[src/rtl/noc_inject_arbiter_if.sv]
// Injection-side bundle of noc_inject_arbiter: requester handshake, router flit,
// credit returns and the debug/scoreboard observation signals.
interface noc_inject_arbiter_if #(
    parameter int WIDTH     = 128,
    parameter int NUM_VC    = 2,
    parameter int NUM_REQ   = 4,
    parameter int BUF_DEPTH = 8
);
    localparam int CW = $clog2(BUF_DEPTH + 1);
    localparam int OW = (NUM_REQ > 1) ? $clog2(NUM_REQ) : 1;

    // Handshake: a requester flit moves on a cycle where req_valid[i] & req_ready[i];
    // req_valid must stay high with a stable flit until that happens, and req_ready
    // may depend combinationally on req_valid and the flit contents.
    logic [NUM_REQ-1:0]       req_valid;
    logic [NUM_REQ*WIDTH-1:0] req_flit;
    logic [NUM_REQ-1:0]       req_ready;
    logic [WIDTH-1:0]         o_flit_out;
    logic [NUM_VC-1:0]        credits_in;
    logic [NUM_VC*CW-1:0]     credit_cnt;
    logic [OW-1:0]            owner;
    logic                     proto_err;

    modport master (
        input  req_valid, req_flit, credits_in,
        output req_ready, o_flit_out, credit_cnt, owner, proto_err
    );

    modport slave (
        output req_valid, req_flit, credits_in,
        input  req_ready, o_flit_out, credit_cnt, owner, proto_err
    );
endinterface

[src/rtl/noc_inject_arbiter.sv]
// Packet-granular round-robin arbiter sharing one NoC router injection port among
// NUM_REQ requesters, with per-VC credit tracking against the downstream buffer.
module noc_inject_arbiter #(
    parameter int WIDTH     = 128,
    parameter int N         = 16,
    parameter int NUM_VC    = 2,
    parameter int NUM_REQ   = 4,
    parameter int BUF_DEPTH = 8
) (
    input  logic                 clk,
    input  logic                 reset,
    noc_inject_arbiter_if.master bus,
    output logic                 o_state
);
    localparam int VCW      = (NUM_VC > 1) ? $clog2(NUM_VC) : 1;
    localparam int CW       = $clog2(BUF_DEPTH + 1);
    localparam int OW       = (NUM_REQ > 1) ? $clog2(NUM_REQ) : 1;
    localparam int P_HEAD   = WIDTH - 2;
    localparam int P_TAIL   = WIDTH - 3;
    localparam int VC_LSB   = WIDTH - 3 - VCW;
    localparam int DEST_LSB = VC_LSB - $clog2(N);
    localparam logic [CW-1:0] FULL = CW'(BUF_DEPTH);

    typedef enum logic {S_IDLE = 1'b0, S_LOCKED = 1'b1} state_t;

    state_t           r_state, w_state_nxt;
    logic [OW-1:0]    r_rr, r_owner;
    logic [VCW-1:0]   r_lock_vc;
    logic [CW-1:0]    r_cnt [NUM_VC];
    logic [WIDTH-1:0] r_flit;
    logic             r_err;

    logic [WIDTH-1:0]   w_flit [NUM_REQ];
    logic [NUM_REQ-1:0] w_elig, w_ready, w_unused_valid_bits;
    logic               w_found, w_send, w_err_set, w_ovf;
    logic [OW-1:0]      w_win, w_rr_nxt;
    logic [WIDTH-1:0]   w_send_flit;
    logic [VCW-1:0]     w_send_vc;
    logic [CW-1:0]      w_cnt_nxt [NUM_VC];

    always_comb begin
        for (int i = 0; i < NUM_REQ; i++) begin
            w_flit[i]              = bus.req_flit[i*WIDTH +: WIDTH];
            w_unused_valid_bits[i] = w_flit[i][WIDTH-1];
            w_elig[i] = bus.req_valid[i] & w_flit[i][P_HEAD] &
                        (r_cnt[w_flit[i][VC_LSB +: VCW]] != '0);
        end
    end

    // First eligible head searching upward from the round-robin pointer, with wrap.
    always_comb begin
        logic [OW:0] w_sum;
        w_found = 1'b0;
        w_win   = '0;
        for (int k = 0; k < NUM_REQ; k++) begin
            w_sum = {1'b0, r_rr} + (OW+1)'(k);
            if (w_sum >= (OW+1)'(NUM_REQ)) w_sum = w_sum - (OW+1)'(NUM_REQ);
            if (!w_found && w_elig[w_sum[OW-1:0]]) begin
                w_found = 1'b1;
                w_win   = w_sum[OW-1:0];
            end
        end
        w_rr_nxt = (w_win == OW'(NUM_REQ - 1)) ? '0 : w_win + 1'b1;
    end

    always_comb begin
        w_state_nxt = r_state;
        w_ready     = '0;
        w_send      = 1'b0;
        w_send_flit = {1'b1, w_flit[r_owner][WIDTH-2:0]};
        w_send_vc   = r_lock_vc;
        w_err_set   = 1'b0;
        case (r_state)
            S_IDLE: begin
                if (w_found) begin
                    w_ready[w_win] = 1'b1;
                    w_send         = 1'b1;
                    w_send_flit    = {1'b1, w_flit[w_win][WIDTH-2:0]};
                    w_send_vc      = w_flit[w_win][VC_LSB +: VCW];
                    if (!w_flit[w_win][P_TAIL]) w_state_nxt = S_LOCKED;
                end else begin
                    // Stray body flits are drained so the requester cannot wedge the port.
                    for (int i = 0; i < NUM_REQ; i++)
                        if (bus.req_valid[i] && !w_flit[i][P_HEAD]) w_ready[i] = 1'b1;
                    w_err_set = |w_ready;
                end
            end
            S_LOCKED: begin
                if (r_cnt[r_lock_vc] != '0) w_ready[r_owner] = 1'b1;
                if (bus.req_valid[r_owner] && w_ready[r_owner]) begin
                    w_send      = 1'b1;
                    w_err_set   = w_flit[r_owner][P_HEAD];
                    w_send_flit = {1'b1, 1'b0, w_flit[r_owner][P_TAIL], r_lock_vc,
                                   w_flit[r_owner][VC_LSB-1:DEST_LSB],
                                   w_flit[r_owner][DEST_LSB-1:0]};
                    if (w_flit[r_owner][P_TAIL]) w_state_nxt = S_IDLE;
                end
            end
            default: w_state_nxt = S_IDLE;
        endcase
    end

    // A return and a send on the same VC cancel; a return into a full counter is dropped.
    always_comb begin
        logic w_dec;
        w_ovf = 1'b0;
        for (int v = 0; v < NUM_VC; v++) begin
            w_cnt_nxt[v] = r_cnt[v];
            w_dec        = w_send && (w_send_vc == VCW'(v));
            if (bus.credits_in[v] && !w_dec) begin
                if (r_cnt[v] == FULL) w_ovf = 1'b1;
                else                  w_cnt_nxt[v] = r_cnt[v] + 1'b1;
            end else if (!bus.credits_in[v] && w_dec) begin
                w_cnt_nxt[v] = r_cnt[v] - 1'b1;
            end
        end
    end

    always_ff @(posedge clk or negedge reset) begin
        if (!reset) begin
            r_state   <= S_IDLE;
            r_rr      <= '0;
            r_owner   <= '0;
            r_lock_vc <= '0;
            r_flit    <= '0;
            r_err     <= 1'b0;
            for (int v = 0; v < NUM_VC; v++) r_cnt[v] <= FULL;
        end else begin
            r_state <= w_state_nxt;
            r_err   <= r_err | w_err_set | w_ovf;
            for (int v = 0; v < NUM_VC; v++) r_cnt[v] <= w_cnt_nxt[v];
            if (w_send) r_flit <= w_send_flit;
            else        r_flit[WIDTH-1] <= 1'b0;
            if (r_state == S_IDLE && w_send) begin
                r_owner   <= w_win;
                r_lock_vc <= w_send_vc;
                r_rr      <= w_rr_nxt;
            end
        end
    end

    for (genvar v = 0; v < NUM_VC; v++) begin : g_cnt
        assign bus.credit_cnt[v*CW +: CW] = r_cnt[v];
    end

    assign bus.req_ready  = reset ? w_ready : '0;
    assign bus.o_flit_out = r_flit;
    assign bus.owner      = r_owner;
    assign bus.proto_err  = r_err;
    assign o_state        = r_state;
endmodule

[src/flat_wrapper.sv]
// flat-port wrapper written by rule: the top's interface ports become plain ports
module noc_inject_arbiter_flat 
#(
    parameter int WIDTH     = 128,
    parameter int N         = 16,
    parameter int NUM_VC    = 2,
    parameter int NUM_REQ   = 4,
    parameter int BUF_DEPTH = 8
)
  (clk, reset, o_state, bus_req_valid, bus_req_flit, bus_credits_in, bus_req_ready, bus_o_flit_out, bus_credit_cnt, bus_owner, bus_proto_err);
  noc_inject_arbiter_if #(.WIDTH(WIDTH), .NUM_VC(NUM_VC), .NUM_REQ(NUM_REQ), .BUF_DEPTH(BUF_DEPTH)) bus_i ();
  input  logic clk;
  input  logic reset;
  output logic o_state;
  input wire logic [$bits(bus_i.req_valid)-1:0] bus_req_valid;
  input wire logic [$bits(bus_i.req_flit)-1:0] bus_req_flit;
  input wire logic [$bits(bus_i.credits_in)-1:0] bus_credits_in;
  output wire logic [$bits(bus_i.req_ready)-1:0] bus_req_ready;
  output wire logic [$bits(bus_i.o_flit_out)-1:0] bus_o_flit_out;
  output wire logic [$bits(bus_i.credit_cnt)-1:0] bus_credit_cnt;
  output wire logic [$bits(bus_i.owner)-1:0] bus_owner;
  output wire logic [$bits(bus_i.proto_err)-1:0] bus_proto_err;
  assign bus_i.req_valid = bus_req_valid;
  assign bus_i.req_flit = bus_req_flit;
  assign bus_i.credits_in = bus_credits_in;
  assign bus_req_ready = bus_i.req_ready;
  assign bus_o_flit_out = bus_i.o_flit_out;
  assign bus_credit_cnt = bus_i.credit_cnt;
  assign bus_owner = bus_i.owner;
  assign bus_proto_err = bus_i.proto_err;
  noc_inject_arbiter #(.WIDTH(WIDTH), .N(N), .NUM_VC(NUM_VC), .NUM_REQ(NUM_REQ), .BUF_DEPTH(BUF_DEPTH)) u_core (.clk(clk), .reset(reset), .bus(bus_i), .o_state(o_state));
endmodule
[config.mk]
export PLATFORM = sky130hd
export DESIGN_NAME = noc_inject_arbiter_flat
export DESIGN_NICKNAME = d
export VERILOG_FILES = /design/src/rtl/noc_inject_arbiter_if.sv /design/src/rtl/noc_inject_arbiter.sv /design/src/flat_wrapper.sv
export SDC_FILE = /design/constraint.sdc
export NUM_CORES = 1
export LEC_CHECK = 0
export ABC_CLOCK_PERIOD_IN_PS = 3400
export BUFFER_PORTS_ARGS = -buffer_cell sky130_fd_sc_hd__buf_2
export CAP_MARGIN = 25
export CELL_PAD_IN_SITES_DETAIL_PLACEMENT = 1
export CELL_PAD_IN_SITES_GLOBAL_PLACEMENT = 1
export CORE_AREA = 2 2 260 262
export DETAILED_ROUTE_END_ITERATION = 6
export DIE_AREA = 0 0 262 264
export GPL_TIMING_DRIVEN = 0
export HOLD_SLACK_MARGIN = 0.1
export PLACE_DENSITY = 0.67
export SYNTH_ARGS = -nofsm -noshare
export SYNTH_HDL_FRONTEND = slang
export SYNTH_SLANG_ARGS = --single-unit
[constraint.sdc]
create_clock -name clk -period 3.4 [get_ports clk]
set_clock_uncertainty 0.2 [all_clocks]
set_input_delay 0.68 -clock clk [delete_from_list [all_inputs] [get_ports clk]]
set_output_delay 0.68 -clock clk [all_outputs]
set_load 0.005 [all_outputs]
==> metrics.md <==
| Metric | Value |
|---|---|
| Worst setup margin | -0.612 ns |
| First-pass iteration count of the detailed router | 5 |
| Worst setup EP type | output port |
| WL/cell | 23.9 um |
| Max-slew violations | 0 |
| Core Rows | 95 |
| Overall routing resource usage | 20.1% |
| Power Total | 16.8 mW |
| DIE HEIGHT | 264 um |
| Pre-CTS setup slack | -1.01 ns |
| Mapped Avg Cell Area | 9.89 um2 |
| Clk buf depth | 2 |
| H-Tree Depth | 4 |
| Final min period | 4.01 ns |
| Post-DP HPWL | 58.2 mm |
| Status | complete, but fails checks |
| Critical Path Source Type | flip-flop |
| Hold WC Path Type | reg2reg |
| Root buffer cell | clkbuf_16 |
| Gate Count Post-Synth | 1,411 |
| Die width | 262 um |
| Inserted Clock Buffers | 17 |
| Max Fanout on Critical Path | 5 |
| Antenna Nets Post-Route | 0 |
| Clk slew on worst S/H paths | 0.07 ns |
| Die ar. | 0.0692 mm2 |
| Worst EP required | 2.52 ns |
| Seq/Total Area, Yosys | 25.7% |
| Port bufs | 658 |
| Share of layout cells above drive strength 1 | 45.4% |
| Layout Cells excl Fill | 3,027 |
| Final Cycle Share | 118% |
| Async SR Flop Fraction | 100% |
| Placed cell area | 0.0186 mm2 |
| # nets final | 2,665 |
| Worst slew margin | 30.4% |
| Total number of vias | 15,236 |
| RSZ-0062 raised after global routing | true |
| Seq cells post-synth | 143 |
| Grt met1 use | 23.4% |
| Slew @ Worst Pin | 1.04 ns |
| Vias in the first global route | 16,542 |
| Initial antenna violation count | 12 |
| Met2 Resource Use GR | 35.9% |
| Maxcap violations | 0 |
| Num ports | 664 |
| Overflow after GRT | 0 |
| Final Hold Fails | 0 |
| Final Cell Area | 0.0200 mm2 |
| Grt peak-use layer | met2 |
| Mapped cell area | 0.0140 mm2 |
| Remaining DRCs | 0 |
| Pwr dens | 841 mW/mm2 |
| Failing checks | setup timing |
| Worst Path Arrival | 3.13 ns |
| Syn_nets | 1,941 |
| Vias per cell | 5.03 |
| P_leak | 9.26 nW |
| Maximum clock frequency | 249 MHz |
| Peak VDD IR | 0.332 mV |
| Syn-to-layout area delta | 43.0% |
| Ys Warns | 0 |
| Cell count after placement | 2,952 |
| Final wirelength | 72.4 mm |
| EDFF count, synth | 0 |
| Main flop type after synthesis | dfrtp_1 |
| GR Util met3 | 4.20% |
| Critical path type | reg2out |
| TritonCTS clock tree | built |
| First-pass GRT wire length | 105 mm |
| Cell variety after synth | 53 |
| WHS | 0.315 ns |
| FF+latch area | 0.00359 mm2 |
| GPL Wtd Cong | 0.895 |
| Sink Count | 143 |
| Core ar. | 0.0666 mm2 |
| Initial drt markers | 936 |
| Later-pin clock latency in the skew report | 0.48 ns |
| Largest net degree at the start of global routing | 75 |
| Setup violations, final | 10 |
| Initial Util | 21.0% |
| Fill count | 7,869 |
| Footprint of the multi-input gates | 0.0100 mm2 |
-- metrics by stage --
stage	setup TNS, ns	utilization (%)
floorplan	-0.224	-
global placement	-260.39	27.7
detailed placement	-78.05	27.9
CTS	-3.54	29.7
global route	-7.12	30.0
finish	-3.83	30.0
-- per-layer routing --
| metal | part of all wire, % | up-vias |
|---|---|---|
| met1 | 39 | 7705 |
| li1 | - | 6749 |
| met4 | 3.3 | 12 |
| met3 | 6.4 | 130 |
| met5 | 0.12 | - |
| met2 | 51 | 640 |
-- flip-flops by register name, indices dropped and copies added, names as in the netlist --
signal,cells
u_core.bus.credit_cnt,8
u_core.r_rr,2
u_core.r_lock_vc,1
u_core.bus.owner,2
u_core.o_state,1
u_core.bus.proto_err,1
u_core.bus.o_flit_out,128
-- cells in the mapped netlist (2+ instances only) --
cell / n / share of area (%)
o221ai_1: 2 / 0.13
nand2b_1: 3 / 0.13
mux4_2: 127 / 20
buf_1: 21 / 0.56
and3_1: 2 / 0.090
nor3_1: 3 / 0.11
nand2_1: 262 / 7.0
o21ai_1: 43 / 1.5
o211ai_1: 2 / 0.11
o32ai_1: 2 / 0.13
fa_1: 2 / 0.29
nor2b_1: 6 / 0.27
nand3b_1: 2 / 0.11
ha_1: 8 / 0.72
inv_1: 6 / 0.16
o21ai_0: 89 / 3.2
and2_1: 6 / 0.27
o22ai_1: 2 / 0.090
nand4_1: 2 / 0.090
a22o_1: 5 / 0.31
nor3_2: 2 / 0.14
buf_4: 19 / 1.0
mux2i_1: 382 / 27
buf_2: 8 / 0.29
mux2_2: 3 / 0.24
a21oi_1: 8 / 0.29
a21o_1: 5 / 0.27
nand3_1: 133 / 4.8
xor2_1: 3 / 0.19
dfstp_2: 2 / 0.38
o2111ai_1: 2 / 0.13
clkbuf_1: 79 / 2.1
nor2_1: 10 / 0.27
dfrtp_1: 141 / 25
-- layout make-up --
class                   count  share of cell area, %
inverters                   7                  0.182
flip-flops and latches    143                   18.0
well taps                 873                   5.47
multi-input cells        1134                   50.3
clock inverters            12                  0.903
plain buffers             126                   3.76
repair buffers            706                   19.0
clock buffers              20                   2.29
diodes                      6                 0.0752
-- placed cells by master, fill, tap and decap left out, drive strengths merged, types with 3 or more instances in the layout --
master  count
buf       745
mux2i     382
nand2     262
dfrtp     141
nand3     133
o21ai     132
mux4      127
clkbuf    104
nor2       11
inv        10
a21oi       9
ha          8
diode       6
and2        6
nor2b       6
a21o        5
a22o        5
nor3        5
bufinv      4
mux2        3
xor2        3
nand2b      3
nor4        3
clkinv      3
-- worst max-delay path, cell delays in order, from the launching register on --
cell      delay [ns]
dfrtp_2         0.47
nor3_4          0.28
nand2b_4        0.09
o2111a_2        0.30
a221o_1         0.38
nor2_4          0.17
buf_12          0.13
buf_12          0.11
inv_6           0.04
ha_4            0.14
mux2i_1         0.13
o32ai_1         0.10
and2_1          0.18
buf_2           0.13
-- repair_timing --
action                                 CTS  global route
hold buffers                             1             0
setup buffers                           28             8
resized for setup                       83            46
pin swaps                               16            13
setup endpoints to repair              135           127
endpoints found under the hold margin   69             0
-- report_power, final --
part           internal, mW  switching [mW]
clock network          1.27           0.892
logic                  5.07            6.23
registers              2.64           0.686
total                  8.98            7.81
-- worst paths after layout --
check | cells after the start | startpoint | slack (ns) | endpoint
min reg2reg | 1 | u_core.bus.o_flit_out[126] | 0.31 | u_core.bus.o_flit_out[126]
min | 1 | u_core.bus.o_flit_out[126] | 0.31 | u_core.bus.o_flit_out[126]
max reg2reg | 16 | u_core.bus.credit_cnt[3] | -0.54 | u_core.bus.credit_cnt[3]
max in group asynchronous | 3 | reset | 1.57 | u_core.bus.o_flit_out[32]
max | 13 | u_core.bus.credit_cnt[1] | -0.61 | bus_req_ready[1]
min in group asynchronous | 2 | reset | 0.58 | u_core.bus.o_flit_out[103]
-- kinds of logic (layout without fill, tap and decap cells) --
group	after synthesis	in the layout	share of synthesized area (%)
buf+inv	134	871	4.19
mux	512	512	48.1
flops	143	143	25.7
xor+xnor	3	3	0.188
other cells	0	6	0
compound gates	171	171	7.00
fa+ha+maj	10	10	1.00
simple gates	438	438	13.8
No activity file was read; power rests on OpenSTA's default activity.
